**src/rtl/missile_unit.sv**
```systemverilog
// missile_unit: player-shot manager for the Galaga display pipeline.
// Launches shots from the rocket nose on fire presses, moves live shots up
// once per frame, and flags raster pixels that fall on a live shot.
module missile_unit #(
  parameter int unsigned NSHOTS   = 4,
  parameter int unsigned SPEED    = 4,
  parameter int unsigned COOLDOWN = 8,
  parameter int unsigned SHOT_W   = 2,
  parameter int unsigned SHOT_H   = 6,
  parameter int unsigned NOSE_OFS = 5
) (
  input  logic              vgaclk,
  input  logic              reset,
  input  logic              vsync,
  input  logic              fire,
  input  logic [9:0]        shipx,
  input  logic [9:0]        shipy,
  input  logic [9:0]        x,
  input  logic [9:0]        y,
  output logic              spixel,
  output logic [NSHOTS-1:0] active,
  output logic              fired
);

  localparam int unsigned COORD_W = 10;
  localparam int unsigned CD_W    = (COOLDOWN > 0) ? $clog2(COOLDOWN + 1) : 1;

  // vsync synchronizer and edge register (all reset high: no tick out of reset)
  logic vs_meta_q, vs_sync_q, vs_prev_q;
  logic tick;

  // fire synchronizer, edge register and sample-valid pipeline
  logic       fire_meta_q, fire_sync_q, fire_prev_q;
  logic [1:0] fire_fill_q;
  logic       fire_edge;

  // shot slots and launch bookkeeping
  logic [NSHOTS-1:0]  valid_q, valid_d;
  logic [COORD_W-1:0] sx_q [NSHOTS];
  logic [COORD_W-1:0] sx_d [NSHOTS];
  logic [COORD_W-1:0] sy_q [NSHOTS];
  logic [COORD_W-1:0] sy_d [NSHOTS];
  logic [CD_W-1:0]    cd_q, cd_d;
  logic               pending_q, pending_d;
  logic               fired_q, fired_d;

  // intermediate results of the move step
  logic [NSHOTS-1:0]  mv_valid;
  logic [COORD_W-1:0] mv_sy [NSHOTS];
  logic               free_found;
  logic               launch_ok;
  logic               slot_taken;

  // Synchronize vsync and detect the end of the sync pulse.
  always_ff @(posedge vgaclk or posedge reset) begin
    if (reset) begin
      vs_meta_q <= 1'b1;
      vs_sync_q <= 1'b1;
      vs_prev_q <= 1'b1;
    end else begin
      vs_meta_q <= vsync;
      vs_sync_q <= vs_meta_q;
      vs_prev_q <= vs_sync_q;
    end
  end

  assign tick = vs_sync_q & ~vs_prev_q;

  // Synchronize fire; the edge register holds high until the synchronizer
  // carries a real pin sample, so a key held through reset makes no edge.
  always_ff @(posedge vgaclk or posedge reset) begin
    if (reset) begin
      fire_meta_q <= 1'b0;
      fire_sync_q <= 1'b0;
      fire_prev_q <= 1'b1;
      fire_fill_q <= 2'b00;
    end else begin
      fire_meta_q <= fire;
      fire_sync_q <= fire_meta_q;
      fire_prev_q <= fire_fill_q[1] ? fire_sync_q : 1'b1;
      fire_fill_q <= {fire_fill_q[0], 1'b1};
    end
  end

  assign fire_edge = fire_sync_q & ~fire_prev_q;

  // Move step: shots rise by SPEED and drop out past the top edge.
  always_comb begin
    mv_valid = valid_q;
    for (int unsigned i = 0; i < NSHOTS; i++) begin
      mv_sy[i] = sy_q[i];
      if (valid_q[i]) begin
        if (sy_q[i] < COORD_W'(SPEED)) begin
          mv_valid[i] = 1'b0;
        end else begin
          mv_sy[i] = sy_q[i] - COORD_W'(SPEED);
        end
      end
    end
  end

  // Launch decision: a slot freed by this tick's move step is usable.
  always_comb begin
    free_found = 1'b0;
    for (int unsigned i = 0; i < NSHOTS; i++) begin
      if (!mv_valid[i]) begin
        free_found = 1'b1;
      end
    end
    launch_ok = tick & pending_q & (cd_q == '0) &
                (shipy >= COORD_W'(SHOT_H)) & free_found;
  end

  // Next-state for slots, cooldown, pending and the fired pulse.
  always_comb begin
    valid_d    = valid_q;
    cd_d       = cd_q;
    pending_d  = pending_q;
    fired_d    = 1'b0;
    slot_taken = 1'b0;
    for (int unsigned i = 0; i < NSHOTS; i++) begin
      sx_d[i] = sx_q[i];
      sy_d[i] = sy_q[i];
    end

    if (tick) begin
      valid_d = mv_valid;
      for (int unsigned i = 0; i < NSHOTS; i++) begin
        sy_d[i] = mv_sy[i];
      end
      // Lowest-index free slot takes the new shot, unmoved this tick.
      for (int unsigned i = 0; i < NSHOTS; i++) begin
        if (launch_ok && !mv_valid[i] && !slot_taken) begin
          slot_taken = 1'b1;
          valid_d[i] = 1'b1;
          sx_d[i]    = shipx + COORD_W'(NOSE_OFS);
          sy_d[i]    = shipy - COORD_W'(SHOT_H);
        end
      end
      if (launch_ok) begin
        cd_d    = CD_W'(COOLDOWN);
        fired_d = 1'b1;
      end else if (cd_q != '0) begin
        cd_d = cd_q - CD_W'(1);
      end
      // Tick clears pending and wins over a same-cycle fire edge.
      pending_d = 1'b0;
    end else if (fire_edge) begin
      pending_d = 1'b1;
    end
  end

  // Slot, cooldown and pulse registers.
  always_ff @(posedge vgaclk or posedge reset) begin
    if (reset) begin
      valid_q   <= '0;
      cd_q      <= '0;
      pending_q <= 1'b0;
      fired_q   <= 1'b0;
      for (int unsigned i = 0; i < NSHOTS; i++) begin
        sx_q[i] <= '0;
        sy_q[i] <= '0;
      end
    end else begin
      valid_q   <= valid_d;
      cd_q      <= cd_d;
      pending_q <= pending_d;
      fired_q   <= fired_d;
      for (int unsigned i = 0; i < NSHOTS; i++) begin
        sx_q[i] <= sx_d[i];
        sy_q[i] <= sy_d[i];
      end
    end
  end

  // Pixel hit test; 11-bit upper bounds so shots never wrap at the edges.
  always_comb begin
    spixel = 1'b0;
    for (int unsigned i = 0; i < NSHOTS; i++) begin
      if (valid_q[i] &&
          (x >= sx_q[i]) && ({1'b0, x} < ({1'b0, sx_q[i]} + 11'(SHOT_W))) &&
          (y >= sy_q[i]) && ({1'b0, y} < ({1'b0, sy_q[i]} + 11'(SHOT_H)))) begin
        spixel = 1'b1;
      end
    end
  end

  assign active = valid_q;
  assign fired  = fired_q;

endmodule
```
**config.mk**
```make
export PLATFORM = sky130hd
export DESIGN_NAME = missile_unit
export DESIGN_NICKNAME = d
export VERILOG_FILES = /design/src/rtl/missile_unit.sv
export SDC_FILE = /design/constraint.sdc
export NUM_CORES = 1
export LEC_CHECK = 0
export ABC_CLOCK_PERIOD_IN_PS = 4320
export CAP_MARGIN = 20
export CORE_ASPECT_RATIO = 0.75
export CORE_UTILIZATION = 45
export DETAILED_ROUTE_END_ITERATION = 16
export GPL_TIMING_DRIVEN = 0
export PLACE_DENSITY_LB_ADDON = 0.12
export SYNTH_ARGS = -nofsm -noshare
export SYNTH_HDL_FRONTEND = slang
export SYNTH_SLANG_ARGS = --single-unit
```
**constraint.sdc**
```tcl
create_clock -name vgaclk -period 4.32 [get_ports vgaclk]
set_clock_uncertainty 0.2 [all_clocks]
set_input_delay 1.296 -clock vgaclk [delete_from_list [all_inputs] [get_ports vgaclk]]
set_output_delay 1.296 -clock vgaclk [all_outputs]
set_load 0.02 [all_outputs]
```
* After elaboration in Yosys (flattened, before gate mapping)
Cells that the tools add are included.
** Operators by class
- Bitwise operators :: 8
- Reduce and logical (&&, ||, !) cells :: 47
- Magnitude comparators :: 21
- Add/subtract/negate cells :: 15
- Multiplexer cells :: 45
- Eq/ne operators :: 4
** Operators with widths (count)
- $mux 10 :: 12
- $lt 10x11->1 :: 8
- $ge 10x10->1 :: 8
- $sub 10x3->10 const B :: 5
- $add 10x2->11 const B :: 4
- $add 10x3->11 const B :: 4
- $lt 10x3->1 const B :: 4
- $mux 1 :: 31
- $logic_and 1x1->1 :: 23
- $reduce_and 3->1 :: 4
- $reduce_bool 2->1 :: 6
- $add 10x3->10 const B :: 1
- $ge 10x3->1 const B :: 1
- $reduce_and 2->1 :: 5
- $mux 4 :: 2
- $ne 2x1->1 const B :: 4
- $logic_not 1->1 :: 7
- $and 1x1->1 :: 6
- $logic_not 4->1 :: 1
- $reduce_bool 4->1 :: 1
- $sub 4x1->4 const B :: 1
- $not 1->1 :: 2
** Storage, ports and cells
- Logic and storage cells :: 159
- Bits in registers :: 98
- Output and inout bits :: 6

* Depth between registers and ports, before layout
Gate-level depths: netlist of run 1.
- Word-level depth :: 23
- Mapped depth :: 13

* Worst setup path after synthesis of run 1
No wires, ideal clock.
- Path type :: input to output
- Start :: in x[7]
- End :: out spixel
- Stages :: 7
- Path buffers :: 0
- Data required time :: 2.824 ns
- Path slack :: -0.251 ns
- Data arrival time :: 3.075 ns
- Path through :: ha_1 -> a211o_1 -> a2111oi_0 -> o31a_1 -> a31oi_1 -> a2111oi_0 -> a211o_1
** Between the ends
- Longest elaborated chain between the ends :: 9
- Elaborated cells between the ends (all ways) :: 28
- Classes of those cells :: 8 x order compare; 4 x mux; 16 x reduce/logical
** RTL lines
- start: declaration :: line 18 : input logic [9:0] x,
- $ge 10x10->1 :: line 181 : (x >= sx_q[i]) && ({1'b0, x} < ({1'b0, sx_q[i]} + 11'(SHOT_W))) &&
- $logic_and 1x1->1 :: line 180 : if (valid_q[i] &&
- $logic_and 1x1->1 (2 in a row) :: line 181
- $logic_and 1x1->1 :: line 182 : (y >= sy_q[i]) && ({1'b0, y} < ({1'b0, sy_q[i]} + 11'(SHOT_H)))) begin
- $mux 1 (3 in a row) :: line 180
- $mux 1 * :: line 180
- end: declaration :: line 20 : output logic spixel,
Mark *: on every way between the ends. The rest lies on a longest branch, timed or not.

* Final worst setup path of run 1
- Start :: in x[0]
- End :: out spixel
The elaborated chain is that of the path after synthesis.

==> flow_summary.yaml, run 1 <==
worst_setup_path:
  end_kind: "primary output"
  cp-startpoint: "x[0]"
  worstPathArrival_ps: 3220
  worstSetupStartpointType: "input port"
  crit_fanout: 4
  rr_startpoint: "sy_q[33]$_DFFE_PP0P_"
  path_class: "input port to primary output"
  cp.required_ps: 2820
route:
  dr.pass1.iters: 11
  avgViaCountPerCell: 5.64
  routed_wl_um: 25400
  drtIter0Drc: 474
  route.detailed.drc: 4
  postRouteAntennaNets: 0
  wl_per_cell_um: 18.9
  vias: 7582
layout:
  nNetsFinal: 1306
  design_area_um2: 10900
  n_antenna_cell: 0
  fin_util_pct: 55.8
  drive_above_1_share_pct: 16.9
  area_growth_pct: 20.3
pwr:
  p_per_area_nw_per_um2: 448
  peakVddDrop_mv: 0.228
  p_leak_nw: 4.70
grt:
  track_usage_pct: 25.4
  antenna_found_initial: 0
  grt_pass1_wl_um: 40300
  grt_max_degree: 58
  grt_pass1_vias: 7094
  grt_overflow: 0
logic_synthesis:
  synth-async-reset-ratio_pct: 100
  synth_area_leaders: "dfrtp_1 (26%), ha_1 (24%), xnor2_1 (7.4%)"
  synth-edff-count: 0
  syn_avg_cell_area_um2: 8.92
  synth_top_area_share_pct: 26.0
  seq_area_frac_synth_pct: 27.1
  synth_warnings: 0
  synth_top_cell_by_area: "dfrtp_1"
  synth_ff_type: "dfrtp_1"
  syn_inst: 1016
  syn_area_um2: 9060
  ys_ff_latch: 98
  synth_nets: 1235
  yosysUniqueCellTypes: 68
die:
  core-area_um2: 19500
  pin_count: 50
  die_area_um2: 20700
  die_h_um: 125
  start_util_pct: 46.4
  die_w_um: 166
  rows: 44
sta:
  setup_violations: 1
  worst_pin_slew_ps: 798
  hold_viol: 0
  tns_ps: -394
  fin_crit_ps: 4710
  rsz0062_at_grt: "true"
  worst_slack_ps: -394
  fmax_ghz: 0.212
  relSlewSlack_pct: 46.4
  finalMaxSlewViolations: 0
  period_share_pct: 109
job:
  max_cap_violations: 0
cts:
  cts.clk_slew.worst_paths_ps: 70
  clk_latency_ps: 360
  cts-root-buf: "clkbuf_16"
  cts_sinks: 98
  numCtsBuffers: 9
  clockBufferDepth: 2
  hold_buffers: 0
  cts_tree: "built"
  h-tree-depth: 3
place:
  post-place-ws_ps: -1950
  io_buffers: 49
  place_hpwl_um: 19400
  place_congestion: 0.900
  postPlaceCellArea_um2: 9960
min_path:
  min_path_type: "flip-flop to flip-flop"
  hp-start: "fire_meta_q$_DFF_PP0_"
run_status:
  violations: "DRC, setup timing"
  status: "finished, violations left"
path summary, 6_finish.rpt:
kind	to	slack [ps]	cells past startpoint
max	spixel	-390	11
max in group asynchronous	vs_meta_q$_DFF_PP1_	2040	3
max reg2reg	sx_q[39]$_DFFE_PP0P_	1040	9
min	fire_sync_q$_DFF_PP0_	150	0
min reg2reg	fire_sync_q$_DFF_PP0_	150	0
min in group asynchronous	sy_q[35]$_DFFE_PP0P_	1150	2
timing repair:
item                                    in CTS  in global routing
buffers inserted                             7                  3
gates cloned                                 0                  0
endpoints found under the setup margin       1                  1
gates resized for setup                    175                 57
pin swaps                                   24                 24
hold endpoints to repair                     0                  0
layout make-up:
| type | instances | area [um^2] |
|---|---|---|
| tap | 253 | 317 |
| multi-input combinational | 807 | 6690 |
| clock inverter | 5 | 85.1 |
| clock buffer | 11 | 243 |
| timing repair buffer | 60 | 603 |
| buffer | 24 | 161 |
| fill | 1779 | 8650 |
| sequential | 98 | 2460 |
| inverter | 87 | 334 |
metrics by stage:
stage | total power [mW] | hold slack, ps | instances
6_report | 4.88 | 148 | 1345
5_1_grt | 5.31 | 155 | 1345
4_1_cts | 4.71 | 152 | 1342
3_5_place_dp | 3.64 | 136 | 1319
3_3_place_gp | 3.58 | 133 | 1318
2_1_floorplan | 3.02 | 131 | 1016
flip-flops by register name, summed over array words and instances (netlist names), 2 cells and up:
name,cells
active,4
sy_q,40
fire_fill_q,2
cd_q,4
sx_q,40
cell usage in the layout, fill, tap and decap left out, types with 12 or more instances in the layout:
master           Yosys  layout
a21o_1              20      20
a21oi_1             59      50
buf_2               11      15
buf_4                1      17
buf_6                7      13
clkdlybuf4s50_1      0      28
dfrtp_1             94      88
ha_1               175     149
ha_4                 0      18
inv_1               86      78
nand2_1            104     102
nand3_1             36      35
nand4_1             17      17
nor2_1              40      36
nor3_1              19      16
o21ai_0             66      60
o21ai_1             11      17
o21ai_2             12      12
xnor2_1             77      74
xor2_1              14      13
per-layer routing:
metal	part of all wire, %	GRT usage (%)	routed length (um)	vias to the layer above
met4	1.2	5.83	312	0
met3	6.0	3.91	1520	19
met1	51	38.4	13000	3569
li1	-	-	-	3804
met2	42	37.4	10500	190
met5	0	0	0	-
synthesized netlist by cell type, types with 3 or more instances:
library cell and number:
o21ai_1 11, xor2_1 14, a211o_1 6, mux2_2 4
o21ai_2 12, a2111oi_0 5, o211ai_1 7, a21o_1 20
nand3_1 36, o31ai_1 3, o221ai_1 5, nor3_1 19
nand4_1 17, nor2_1 40, a21oi_1 59, dfrtp_1 94
or4_4 3, o21ai_0 66, o2111ai_1 3, buf_6 7
o21a_1 10, clkbuf_1 4, dfstp_2 4, xnor2_1 77
inv_1 86, buf_2 11, nand2b_1 11, a31oi_1 9
o21bai_1 5, and3_1 8, mux2i_1 6, ha_1 175
o22ai_1 3, nand2_1 104, or4_1 3, a211oi_1 13
and2_1 3, nor4_1 12, nor2b_1 8
logic make-up (layout without fill, tap and decap cells):
family / after synthesis / after routing / share of synthesized area (%)
buffers and inverters: 111 / 187 / 5.39
and+or+nand+nor: 279 / 279 / 15.4
xor gates and xnor gates: 91 / 91 / 8.80
DFF: 98 / 98 / 27.1
other: 1 / 1 / 0.0414
adders and majority gates: 175 / 175 / 24.2
muxes: 10 / 10 / 1.16
AOI/OAI and AO/OA: 251 / 251 / 18.0
power by group:
| group | internal [mW] | leakage (nW) | switching, mW |
|---|---|---|---|
| Combinational | 1.16 | 3.33 | 1.44 |
| Sequential | 1.14 | 1.22 | 0.252 |
| Clock | 0.527 | 0.156 | 0.370 |
critical path, cell delays in order:
cell	delay (ps)
buf_2	110
inv_4	100
ha_4	200
nand2b_4	130
a211oi_2	190
o21ai_1	110
a211oi_2	270
nor4b_4	80
a41o_1	270
a211o_1	300
buf_6	150
No activity file was read; power rests on OpenSTA's default activity.
==> run 2, diff against run 1 <==
--- a/config.mk
+++ b/config.mk
@@ -11,7 +11,10 @@
 export CORE_UTILIZATION = 45
 export DETAILED_ROUTE_END_ITERATION = 16
 export GPL_TIMING_DRIVEN = 0
+export HOLD_SLACK_MARGIN = 0.1
 export PLACE_DENSITY_LB_ADDON = 0.12
+export SLEW_MARGIN = 20
 export SYNTH_ARGS = -nofsm -noshare
 export SYNTH_HDL_FRONTEND = slang
 export SYNTH_SLANG_ARGS = --single-unit
+export TNS_END_PERCENT = 5
==> flow_summary.yaml, run 2 (synthesized netlist as in run 1, its figures left out) <==
grt:
  grt_max_degree: 59
  grt_pass1_wl_um: 40200
  antenna_found_initial: 0
  grt_pass1_vias: 7077
  grt_overflow: 0
  use_met2_pct: 37.6
  track_usage_pct: 25.3
  grt_use_met1_pct: 38.6
  use_met3_pct: 3.15
  top_usage_layer: "met1"
cts:
  h-tree-depth: 3
  hold_buffers: 0
  clk_latency_ps: 360
  cts.clk_slew.worst_paths_ps: 70
  cts-root-buf: "clkbuf_16"
  cts_sinks: 98
  clockBufferDepth: 2
  cts_tree: "built"
  numCtsBuffers: 9
sta:
  hold_ws_ps: 148
  relSlewSlack_pct: 46.3
  finalMaxSlewViolations: 0
  hold_viol: 0
  rsz0062_at_grt: "true"
  fmax_ghz: 0.212
  worst_slack_ps: -402
  period_share_pct: 109
  tns_ps: -402
  fin_crit_ps: 4720
  setup_violations: 1
  worst_pin_slew_ps: 799
worst_setup_path:
  worstPathArrival_ps: 3230
  crit-reg2reg-capture: "sx_q[39]$_DFFE_PP0P_"
  reg2reg_slack_ps: 1090
  worstSetupStartpointType: "input port"
  crit_fanout: 8
  crit_path_top_delay_cell: "a211o_1"
  cp_slowest_stage_delay_ps: 300
  path_delay_family: "compound AO/OA/AOI/OAI gates"
  rr_startpoint: "sy_q[33]$_DFFE_PP0P_"
  path_cells: "buf_4 -> ha_4 -> a211oi_2 -> o21ai_1 -> a21o_1 -> o221ai_4 -> nor4b_4 -> a41o_1 -> a211o_1 -> buf_6"
  crit_buf_inv: 2
  end_kind: "primary output"
  r2r.worst_path.cells: 9
  path_class: "input port to primary output"
  cp-startpoint: "y[8]"
  cp.required_ps: 2820
layout:
  design_area_um2: 10800
  mostFrequentLayoutCells: "ha_1 (150), nand2_1 (102), dfrtp_1 (89), inv_1 (78), xnor2_1 (75)"
  drive_above_1_share_pct: 16.6
  n_antenna_cell: 0
  fillers: 1798
  seq_area_um2: 2460
  area_growth_pct: 19.5
  final_common_cell: "ha_1"
  fin_util_pct: 55.4
  nNetsFinal: 1306
  reg.largest.list: "sx_q x40, sy_q x40"
  multiInputGateArea_um2: 6660
job:
  max_cap_violations: 0
route:
  routed_wl_um: 25200
  postRouteAntennaNets: 0
  route.detailed.drc: 4
  wl_per_cell_um: 18.8
  dr.pass1.iters: 11
  drtIter0Drc: 436
  vias: 7572
  avgViaCountPerCell: 5.63
min_path:
  hold_path_end: "fire_sync_q$_DFF_PP0_"
  min_path_type: "flip-flop to flip-flop"
  hp-start: "fire_meta_q$_DFF_PP0_"
  hold-path-cell-count: 0
die:
  start_util_pct: 46.4
  die_area_um2: 20700
  die_h_um: 125
  rows: 44
  die_w_um: 166
  core-area_um2: 19500
  pin_count: 50
place:
  io_buffers: 49
  place_congestion: 0.900
  postPlaceCellArea_um2: 9960
  place_hpwl_um: 19400
  post-place-ws_ps: -1950
run_status:
  violations: "DRC, setup timing"
  status: "finished, violations left"
pwr:
  p_per_area_nw_per_um2: 441
  p_leak_nw: 4.68
  peakVddDrop_mv: 0.225
[run 2: report_power, final]
part	internal [mW]	switching [mW]
logic	1.14	1.43
registers	1.14	0.252
clock network	0.455	0.368
total	2.73	2.05
[run 2: worst max path at each step]
stage,end,slack (ps),cells after the start
4_1_cts,spixel,-490,10
5_1_grt,spixel,-470,12
2_1_floorplan,spixel,-50,8
3_5_place_dp,spixel,-1950,10
6_report,spixel,-400,10
3_3_place_gp,spixel,-2010,10
[run 2: timing repair]
item                                    4_1_cts  5_1_grt
pin swaps                                    22       27
setup buffers                                 7        3
resized for setup                           170       56
endpoints found under the hold margin         0        0
endpoints found under the setup margin        1        1
[run 2: worst reg2reg max path, delay by kind of cell (launching register included)]
family	cells	cell delay, ps
AOI/OAI and AO/OA	2	570
buffers and inverters	2	510
DFF	1	450
and+or+nand+nor	4	1150
adders and majority gates	1	200
[run 2: through the flow]
stage                     power (mW)  std cells
after floorplan                 3.02       1016
after global placement          3.58       1318
after detailed placement        3.64       1319
after CTS                       4.61       1342
after global routing            5.20       1345
final                           4.78       1345
[run 2: cell type report]
cell class | instances | share of cell area [%]
Inverter | 87 | 3.11
Timing Repair Buffer | 60 | 5.49
Multi-Input combinational cell | 807 | 61.5
Tap cell | 253 | 2.92
Clock inverter | 5 | 0.589
Sequential cell | 98 | 22.8
Buffer | 24 | 1.49
Clock buffer | 11 | 2.15
[run 2: routing by layer]
layer / part of all wire, % / wire length, um / vias to the layer above
met5: 0 / 0 / -
met4: 1.2 / 300 / 0
met3: 4.9 / 1230 / 20
met2: 42 / 10500 / 172
met1: 52 / 13200 / 3584
li1: - / - / 3796
